--- config.mk ---
export PLATFORM = sky130hd
export DESIGN_NAME = rgmii_tx_framer
export DESIGN_NICKNAME = d
export VERILOG_FILES = /design/src/rtl/rgmii_pkg.sv /design/src/rtl/crc32_d8.sv /design/src/rtl/rgmii_tx_framer.sv
export SDC_FILE = /design/constraint.sdc
export NUM_CORES = 1
export LEC_CHECK = 0
export ABC_AREA = 1
export BUFFER_PORTS_ARGS = -buffer_cell sky130_fd_sc_hd__buf_2
export CAP_MARGIN = 10
export CELL_PAD_IN_SITES_DETAIL_PLACEMENT = 1
export CELL_PAD_IN_SITES_GLOBAL_PLACEMENT = 1
export CORE_MARGIN = 1
export CORE_UTILIZATION = 45
export CTS_CLUSTER_DIAMETER = 30
export DETAILED_ROUTE_END_ITERATION = 12
export PLACE_DENSITY = 0.84
export SYNTH_ARGS = -nofsm -noshare
export SYNTH_HDL_FRONTEND = slang
export SYNTH_SLANG_ARGS = --single-unit
--- constraint.sdc ---
create_clock -name clk -period 3 [get_ports clk]
set_clock_uncertainty 0.1 [all_clocks]
set_input_delay 0.3 -clock clk [delete_from_list [all_inputs] [get_ports clk]]
set_output_delay 0.3 -clock clk [all_outputs]
set_load 0.005 [all_outputs]
--- src/rtl/rgmii_pkg.sv ---
// Shared constants and FSM state type for the RGMII transmit framer and
// the companion CRC logic.
package rgmii_pkg;

  localparam logic [7:0]  PREAMBLE_BYTE = 8'h55;
  localparam logic [7:0]  SFD_BYTE      = 8'hD5;
  localparam logic [31:0] CRC_INIT      = 32'hFFFFFFFF;
  localparam logic [31:0] CRC_POLY_REF  = 32'hEDB88320;
  localparam int          PREAMBLE_LEN  = 7;

  typedef enum logic [2:0] {
    IDLE,
    PRE,
    SFD,
    DATA,
    DROP,
    PAD,
    FCS,
    IFG
  } state_t;

endpackage

--- src/rtl/crc32_d8.sv ---
// Combinational byte-wide IEEE 802.3 CRC-32 update in reflected form,
// data consumed LSB first; shared by the TX framer and the RX checker.
module crc32_d8
  import rgmii_pkg::*;
(
  input  logic [31:0] crc,
  input  logic [7:0]  d,
  output logic [31:0] crc_next
);

  always_comb begin
    crc_next = crc;
    for (int i = 0; i < 8; i++)
      crc_next = (crc_next >> 1) ^ (CRC_POLY_REF & {32{crc_next[0] ^ d[i]}});
  end

endmodule

--- src/rtl/rgmii_tx_framer.sv ---
// RGMII 1000BASE-T transmit framer: preamble/SFD, payload, FCS and IFG onto a
// registered 10-bit ODDR word. Define RGMII_TX_PAD_EN to zero-pad short frames.
module rgmii_tx_framer
  import rgmii_pkg::*;
#(
  parameter int IFG_CYCLES = 12,
  parameter int MIN_FRAME  = 60
) (
  input  logic       clk,
  input  logic       rst,
  input  logic [7:0] s_data,
  input  logic       s_valid,
  input  logic       s_last,
  output logic       s_ready,
  output logic [9:0] q,
  output logic       busy,
  output logic       underrun
);

`ifdef RGMII_TX_PAD_EN
  localparam bit PAD_EN = 1'b1;
`else
  localparam bit PAD_EN = 1'b0;
`endif

  state_t      r_state, w_next;
  logic [15:0] r_cnt, r_len;
  logic [31:0] r_crc, w_crc_next, w_len_p1;
  logic [7:0]  r_hold, w_byte;
  logic        r_hvld, r_hlast;
  logic [9:0]  r_q;
  logic        w_en, w_er, w_ready, w_underrun, w_crc_en, w_start;
  logic        w_cnt_clr, w_len_inc, w_hvld_clr, w_hold_ld, w_go_pad;

  crc32_d8 u_crc (
    .crc      (r_crc),
    .d        (w_byte),
    .crc_next (w_crc_next)
  );

  assign w_len_p1  = {16'd0, r_len} + 32'd1;
  assign w_go_pad  = PAD_EN && (w_len_p1 < 32'(MIN_FRAME));
  assign w_hold_ld = w_ready && s_valid && (r_state == SFD || r_state == DATA);

  assign s_ready  = w_ready;
  assign underrun = w_underrun;
  assign busy     = (r_state != IDLE);
  assign q        = r_q;

  // Byte selection: payload goes through a one-byte hold register because the
  // first byte is accepted during SFD, one cycle before it can be emitted.
  always_comb begin
    w_next     = r_state;
    w_byte     = 8'h00;
    w_en       = 1'b0;
    w_er       = 1'b0;
    w_ready    = 1'b0;
    w_underrun = 1'b0;
    w_crc_en   = 1'b0;
    w_start    = 1'b0;
    w_cnt_clr  = 1'b0;
    w_len_inc  = 1'b0;
    w_hvld_clr = 1'b0;
    case (r_state)
      IDLE: if (s_valid) begin
        w_next    = PRE;
        w_cnt_clr = 1'b1;
      end
      PRE: begin
        w_en   = 1'b1;
        w_byte = PREAMBLE_BYTE;
        if (r_cnt == 16'(PREAMBLE_LEN - 1)) w_next = SFD;
      end
      SFD: begin
        w_en       = 1'b1;
        w_byte     = SFD_BYTE;
        w_ready    = 1'b1;
        w_start    = 1'b1;
        w_underrun = !s_valid;
        w_next     = DATA;
      end
      DATA: begin
        w_en = 1'b1;
        if (!r_hvld) begin
          w_er   = 1'b1;
          w_next = DROP;
        end else begin
          w_byte    = r_hold;
          w_crc_en  = 1'b1;
          w_len_inc = 1'b1;
          if (r_hlast) begin
            w_hvld_clr = 1'b1;
            w_cnt_clr  = 1'b1;
            w_next     = w_go_pad ? PAD : FCS;
          end else begin
            w_ready = 1'b1;
            if (!s_valid) begin
              w_underrun = 1'b1;
              w_hvld_clr = 1'b1;
            end
          end
        end
      end
      DROP: begin
        w_ready = 1'b1;
        if (s_valid && s_last) begin
          w_next    = IFG;
          w_cnt_clr = 1'b1;
        end
      end
`ifdef RGMII_TX_PAD_EN
      PAD: begin
        w_en      = 1'b1;
        w_crc_en  = 1'b1;
        w_len_inc = 1'b1;
        if (w_len_p1 >= 32'(MIN_FRAME)) begin
          w_next    = FCS;
          w_cnt_clr = 1'b1;
        end
      end
`endif
      FCS: begin
        w_en   = 1'b1;
        w_byte = ~r_crc[{r_cnt[1:0], 3'b000} +: 8];
        if (r_cnt[1:0] == 2'd3) begin
          w_next    = IFG;
          w_cnt_clr = 1'b1;
        end
      end
      IFG: if (r_cnt == 16'(IFG_CYCLES - 1)) w_next = IDLE;
      default: w_next = IDLE;
    endcase
  end

  // Output register stage: {TX_EN^TX_ER, TXD[7:4], TX_EN, TXD[3:0]}
  always_ff @(posedge clk or posedge rst) begin
    if (rst) begin
      r_state <= IDLE;
      r_cnt   <= 16'd0;
      r_len   <= 16'd0;
      r_crc   <= CRC_INIT;
      r_hvld  <= 1'b0;
      r_hlast <= 1'b0;
      r_q     <= 10'h000;
    end else begin
      r_state <= w_next;
      r_q     <= {w_en ^ w_er, w_byte[7:4], w_en, w_byte[3:0]};
      r_cnt   <= w_cnt_clr ? 16'd0 : r_cnt + 16'd1;
      if (w_start)
        r_len <= 16'd0;
      else if (w_len_inc && r_len != 16'hFFFF)
        r_len <= r_len + 16'd1;
      if (w_start)
        r_crc <= CRC_INIT;
      else if (w_crc_en)
        r_crc <= w_crc_next;
      if (w_hold_ld) begin
        r_hvld  <= 1'b1;
        r_hlast <= s_last;
      end else if (w_hvld_clr) begin
        r_hvld <= 1'b0;
      end
    end
  end

  always_ff @(posedge clk) begin
    if (w_hold_ld) r_hold <= s_data;
  end

endmodule
==> results of run 1 <==
==> state kept, by name, indices dropped and copies added, names as in the netlist <==
register	flops
r_crc	32
q	10
r_state	3
r_hlast	1
r_hvld	1
r_hold	8
r_cnt	16
==> metal layers <==
metal	vias up	wire length, microns	global-route usage (%)
met4	0	450	11.9
li1	2152	-	-
met3	27	779	8.54
met5	-	0	0
met1	2228	6350	35.8
met2	104	6940	50.3
==> critical path: stages, from the launching register on <==
cell,delay (ns)
dfrtp_1,0.48
inv_2,0.14
nand2_2,0.09
nor2_4,0.25
nand2_1,0.15
nand2_2,0.11
nand2_1,0.06
nand2_2,0.34
nand2_1,0.13
nand3_1,0.13
nand2_1,0.18
nand2_1,0.14
nand2_1,0.08
nand2_1,0.06
nand3_1,0.07
nand2_1,0.07
inv_1,0.03
==> cell usage in the layout (no fill, tap or decap), types with 4 or more instances in the layout <==
cell type / Yosys / final
inv_2: 8 / 9
o21ai_0: 19 / 19
dfrtp_1: 31 / 31
dfstp_2: 32 / 32
o22ai_1: 12 / 12
inv_1: 76 / 75
nand2_2: 11 / 11
buf_4: 3 / 10
nor2_1: 45 / 45
dlygate4sd3_1: 0 / 9
a21oi_1: 15 / 15
edfxtp_1: 8 / 8
nand4_1: 6 / 6
buf_2: 3 / 24
nor3_1: 6 / 6
nor4_1: 4 / 4
nand2_1: 251 / 251
xor2_1: 15 / 15
clkbuf_8: 0 / 10
nand3_1: 65 / 65
xnor2_1: 5 / 5
==> stage by stage <==
stage / instances / setup slack (ns) / hold WS [ns] / instance area (sq um)
global placement: 810 / 0.418 / 0.226 / 4870
finish: 835 / 0.289 / 0.0986 / 5220
floorplan: 657 / 0.796 / 0.299 / 4600
global route: 835 / 0.0241 / 0.130 / 5220
CTS: 835 / 0.308 / 0.0890 / 5220
detailed placement: 810 / 0.336 / 0.238 / 4870
==> path summary, 6_finish.rpt <==
| path | cells past startpoint | endpoint | slack (ns) |
|---|---|---|---|
| max | 16 | r_crc[19]$_DFFE_PP1P_ | 0.29 |
| min | 3 | r_hlast$_DFFE_PP0P_ | 0.1 |
| max reg2reg | 16 | r_crc[19]$_DFFE_PP1P_ | 0.29 |
| min reg2reg | 2 | r_crc[27]$_DFFE_PP1P_ | 0.41 |
| max in group asynchronous | 4 | r_crc[9]$_DFFE_PP1P_ | 1.68 |
| min in group asynchronous | 3 | q[6]$_DFF_PP0_ | 0.38 |
==> kinds of logic after synthesis <==
family                   count (synthesis)  synth area share [%]
AND/OR/NAND/NOR                        406                  38.3
XOR/XNOR                                23                  4.87
flip-flops                              71                  40.4
AO/OA/AOI/OAI                           56                  6.89
adder cells (fa/ha/maj)                  2                 0.544
buffers and inverters                   99                  8.96
==> final cells by class <==
type                    count  area share [%]
clock buffers              12            3.19
clock inverters             4            1.89
inverters                  85            6.16
multi-input cells         487            44.6
flip-flops and latches     71            35.6
well taps                 133            3.19
repair buffers             43            5.46
==> flow_summary.toml, run 1 <==
[worst_setup_path]
crit_required_ns = 3.22
setup.worst_path.start_class = "flop"
crit_path_start = "r_state[0]$_DFFE_PP0P_"
rr_startpoint = "r_state[0]$_DFFE_PP0P_"
path_class = "reg -> reg"
setup.worst_path.end_class = "flop"
cp.arrival_ns = 2.93
path_max_fanout = 14

[logic_synthesis]
synth.distinct_cells = 41
yosys.cell_count.top_type = "nand2_1"
async_flop_share_pct = 88.7
synth_top_area_share_pct = 20.5
ys_top_cells_by_area = "nand2_1 21%, dfstp_2 18%, dfrtp_1 17%"
synth_edf_count = 8
synth_ff_type = "dfstp_2"
syn-num-nets = 671
ys_ff_latch = 71
ys_seq_area_share_pct = 40.4
synth.largest_area_cell = "nand2_1"
ys_warn_count = 0
synth_commonest_cells = "251 x nand2_1, 76 x inv_1, 65 x nand3_1, 45 x nor2_1, 32 x dfstp_2"
syn_area_sq_um = 4600
syn_avg_cell_area_sq_um = 6.99
syn_inst = 657

[route]
wl_per_cell_microns = 17.4
first_iter_violations = 208
via_count = 4511
viasPerCell = 5.40
wl_mm = 14.5
firstDrtPassIters = 4
drc = 0
detail-route-antenna-nets = 0

[clocking]
cts_resized = 0
htreeDepth = 3
cts_setup_buffers = 0
clkLatencyLatePin_ns = 0.39
cts_buffer_depth = 2
clockRootBuffer = "clkbuf_8"
cts-buffers-inserted = 9
cts_tree = "yes"
clock_sinks = 71
cts.clk_slew.worst_paths_ns = 0.08
cts_hold_buffers = 9

[final_layout]
multi_input_area_sq_um = 2330
layout.nets = 711
nFillCells = 1304
diodes = 0
syn_to_final_growth_pct = 13.6
seqCellArea_sq_um = 1860
drive_gt1_share_pct = 16.7
fin_util_pct = 53.2

[grt]
grt_pass1_wl_mm = 23.4
overflow = 0
grt_max_degree = 26
grt_usage_pct = 29.8
first_global_vias = 4663
antenna_found_initial = 0

[timing]
tns_ns = 0
post-route-min-period_ns = 2.71
worst_pin_slew_ns = 0.539
fin_crit_sh_pct = 90.4
grt_setup_unrepaired = "no"
max_freq_mhz = 369
finalHoldViolCount = 0
slew_viol_final = 0
finalSetupViolations = 0
slew_headroom_pct = 64.0

[place]
gp_congestion = 0.944
port_buffers = 24
dpl.hpwl_mm = 10.7

[run_status]
status = "complete, no violations"

[worst_hold_path]
min_path_type = "in -> reg"
hold_path.startpoint = "s_last"

[die]
start_util_pct = 46.8
num_rows = 36
io_pins = 25
die_x_microns = 103
die-area_sq_um = 10600
die_y_microns = 103
core_area_sq_um = 9820

[job]
max-cap-violations = 0
Power of run 1 is left out: the tool's default activity adds up to more than one toggle a clock period on the data nets, which glitch-free logic cannot reach.
==> run 2, diff against run 1 <==
- clock period: 3 -> 2.6 ns (I/O delays scaled with it)
==> run 2 against run 1 <==
Sequential cell count unchanged. Maximum frequency increased by 7.2%. Via count increased by 3.3%. Final cell count increased by 2.0%. Register-to-register slack got worse by 0.22 ns. Critical path depth increased by 1. Global-route usage increased by 0.30 points. Hold slack got worse by 0.023 ns. Utilization increased by 2.4 points. Final area increased by 4.5%. First-iteration DRC count decreased by 2.4%.
==> flow_summary.toml, run 2 (synthesis results as in run 1) <==
[place]
placedCellCount = 819
dp_slack_ns = -0.178
gp_congestion = 0.945
dpl.hpwl_mm = 11.0
port_buffers = 24

[worst_setup_path]
reg2regPathDepth = 17
crit_slowest_cell = "dfrtp_2"
path_max_fanout = 9
reg2reg_to = "r_crc[19]$_DFFE_PP1P_"
crit_required_ns = 2.83
crit_chain = "buf_4 > nand2_1 > nand3_1 > nand2_1 > nand2_1 > nand2_1 > nand2_1 > nand2_2 > nand2_1 > nand3_1 > nand2_1 > nand2_1 > nand2_1 > nand2_1 > nand3_1 > nand2_1 > inv_1"
cpPeakStageDelay_ns = 0.47
rrSetupSlack_ns = 0.07
rr_startpoint = "r_cnt[0]$_DFF_PP0_"
critPathMostFrequentCell = "nand2_1"
setup.worst_path.start_class = "flop"
cp.arrival_ns = 2.76
path_class = "reg -> reg"
setup.worst_path.end_class = "flop"

[final_layout]
fin_util_pct = 55.6
syn_to_final_growth_pct = 18.7
stdcell_count = 852
nFillCells = 1297
largest_reg_flops = 32
largest_register = "r_crc"
drive_gt1_share_pct = 21.1
layout.nets = 728
diodes = 0
final_cell_mix = "244 x nand2_1, 73 x inv_1, 64 x nand3_1"
final_common_cell = "nand2_1"

[timing]
worst_pin_slew_ns = 0.844
fin_crit_sh_pct = 97.3
fin_ws_ns = 0.0701
max_freq_mhz = 395
tns_ns = 0
grt_setup_unrepaired = "yes"
post-route-min-period_ns = 2.53
finalSetupViolations = 0
finalHoldViolCount = 0
slew_headroom_pct = 43.5
slew_viol_final = 0

[route]
firstDrtPassIters = 4
drc = 0
detail-route-antenna-nets = 0
first_iter_violations = 203
wl_per_cell_microns = 18.3
wl_mm = 15.6
viasPerCell = 5.47
via_count = 4658

[grt]
antenna_found_initial = 0
overflow = 0
grt_pass1_wl_mm = 23.7
grt_max_degree = 64
grt_usage_pct = 30.1
first_global_vias = 4773

[worst_hold_path]
holdPathStages = 3
hold_end = "r_hlast$_DFFE_PP0P_"
hold_path.startpoint = "s_last"
min_path_type = "in -> reg"

[clocking]
clockRootBuffer = "clkbuf_8"
cts_tree = "yes"
htreeDepth = 3
clkLatencyLatePin_ns = 0.38
cts.clk_slew.worst_paths_ns = 0.08
cts-buffers-inserted = 9
cts_buffer_depth = 2
clock_sinks = 71

[die]
num_rows = 36
die_x_microns = 103
start_util_pct = 46.8
die-area_sq_um = 10600
io_pins = 25
core_area_sq_um = 9820
die_y_microns = 103

[job]
max-cap-violations = 0

[run_status]
status = "complete, no violations"
## run 2: cell count changes in the layout (fill, tap and decap cells not counted), sizes merged
cell,before,now
bufinv,3,2
inv,85,83
clkinv,1,2
clkbuf,12,13
clkinvlp,0,1
nor2,51,52
buf,34,50
## run 2: metal layers
layer	track usage, %	wire length, microns
met1	36.3	6560
met2	51.6	7780
met3	6.64	815
met4	13.3	439
met5	0	0
## run 2: cell type report
| cell class | instances | area (sq um) | area share [%] |
|---|---|---|---|
| multi-input combinational | 488 | 2430 | 44.5 |
| tap | 133 | 166 | 3.05 |
| sequential | 71 | 1860 | 34.1 |
| clock buffer | 13 | 159 | 2.91 |
| timing repair buffer | 59 | 438 | 8.03 |
| inverter | 85 | 335 | 6.15 |
| clock inverter | 3 | 65.1 | 1.19 |
## run 2: how the worst max path moves through the flow
stage                                      start                    end  cells after the start
after floorplan           r_state[2]$_DFFE_PP0P_    r_hold[0]$_DFFE_PP_                     10
after global placement    r_state[2]$_DFFE_PP0P_  r_crc[21]$_DFFE_PP1P_                     14
after detailed placement  r_state[2]$_DFFE_PP0P_  r_crc[26]$_DFFE_PP1P_                     16
after CTS                     r_cnt[0]$_DFF_PP0_  r_crc[29]$_DFFE_PP1P_                     15
after global routing      r_state[2]$_DFFE_PP0P_     r_cnt[6]$_DFF_PP0_                     10
final                         r_cnt[0]$_DFF_PP0_  r_crc[19]$_DFFE_PP1P_                     17
## run 2: worst max-delay path: cells and delay by family (launching register included)
| kind | cells | cell delay, ns |
|---|---|---|
| DFF | 1 | 0.47 |
| and+or+nand+nor | 15 | 1.64 |
| buffers and inverters | 2 | 0.27 |
## run 2: stage by stage
step	area (sq um)	hold slack (ns)
2_1_floorplan	4600	0.259
3_3_place_gp	4950	0.263
3_5_place_dp	4950	0.265
4_1_cts	5290	0.0635
5_1_grt	5460	0.0982
6_report	5460	0.0752
## run 2: what timing repair did
action,in CTS,in global routing
hold buffers,9,0
setup endpoints to repair,16,29
setup buffers,2,5
endpoints found under the hold margin,39,0
resized for setup,3,31
pin swaps,1,3
cloned,0,1
Power of run 2 is left out for the same reason.
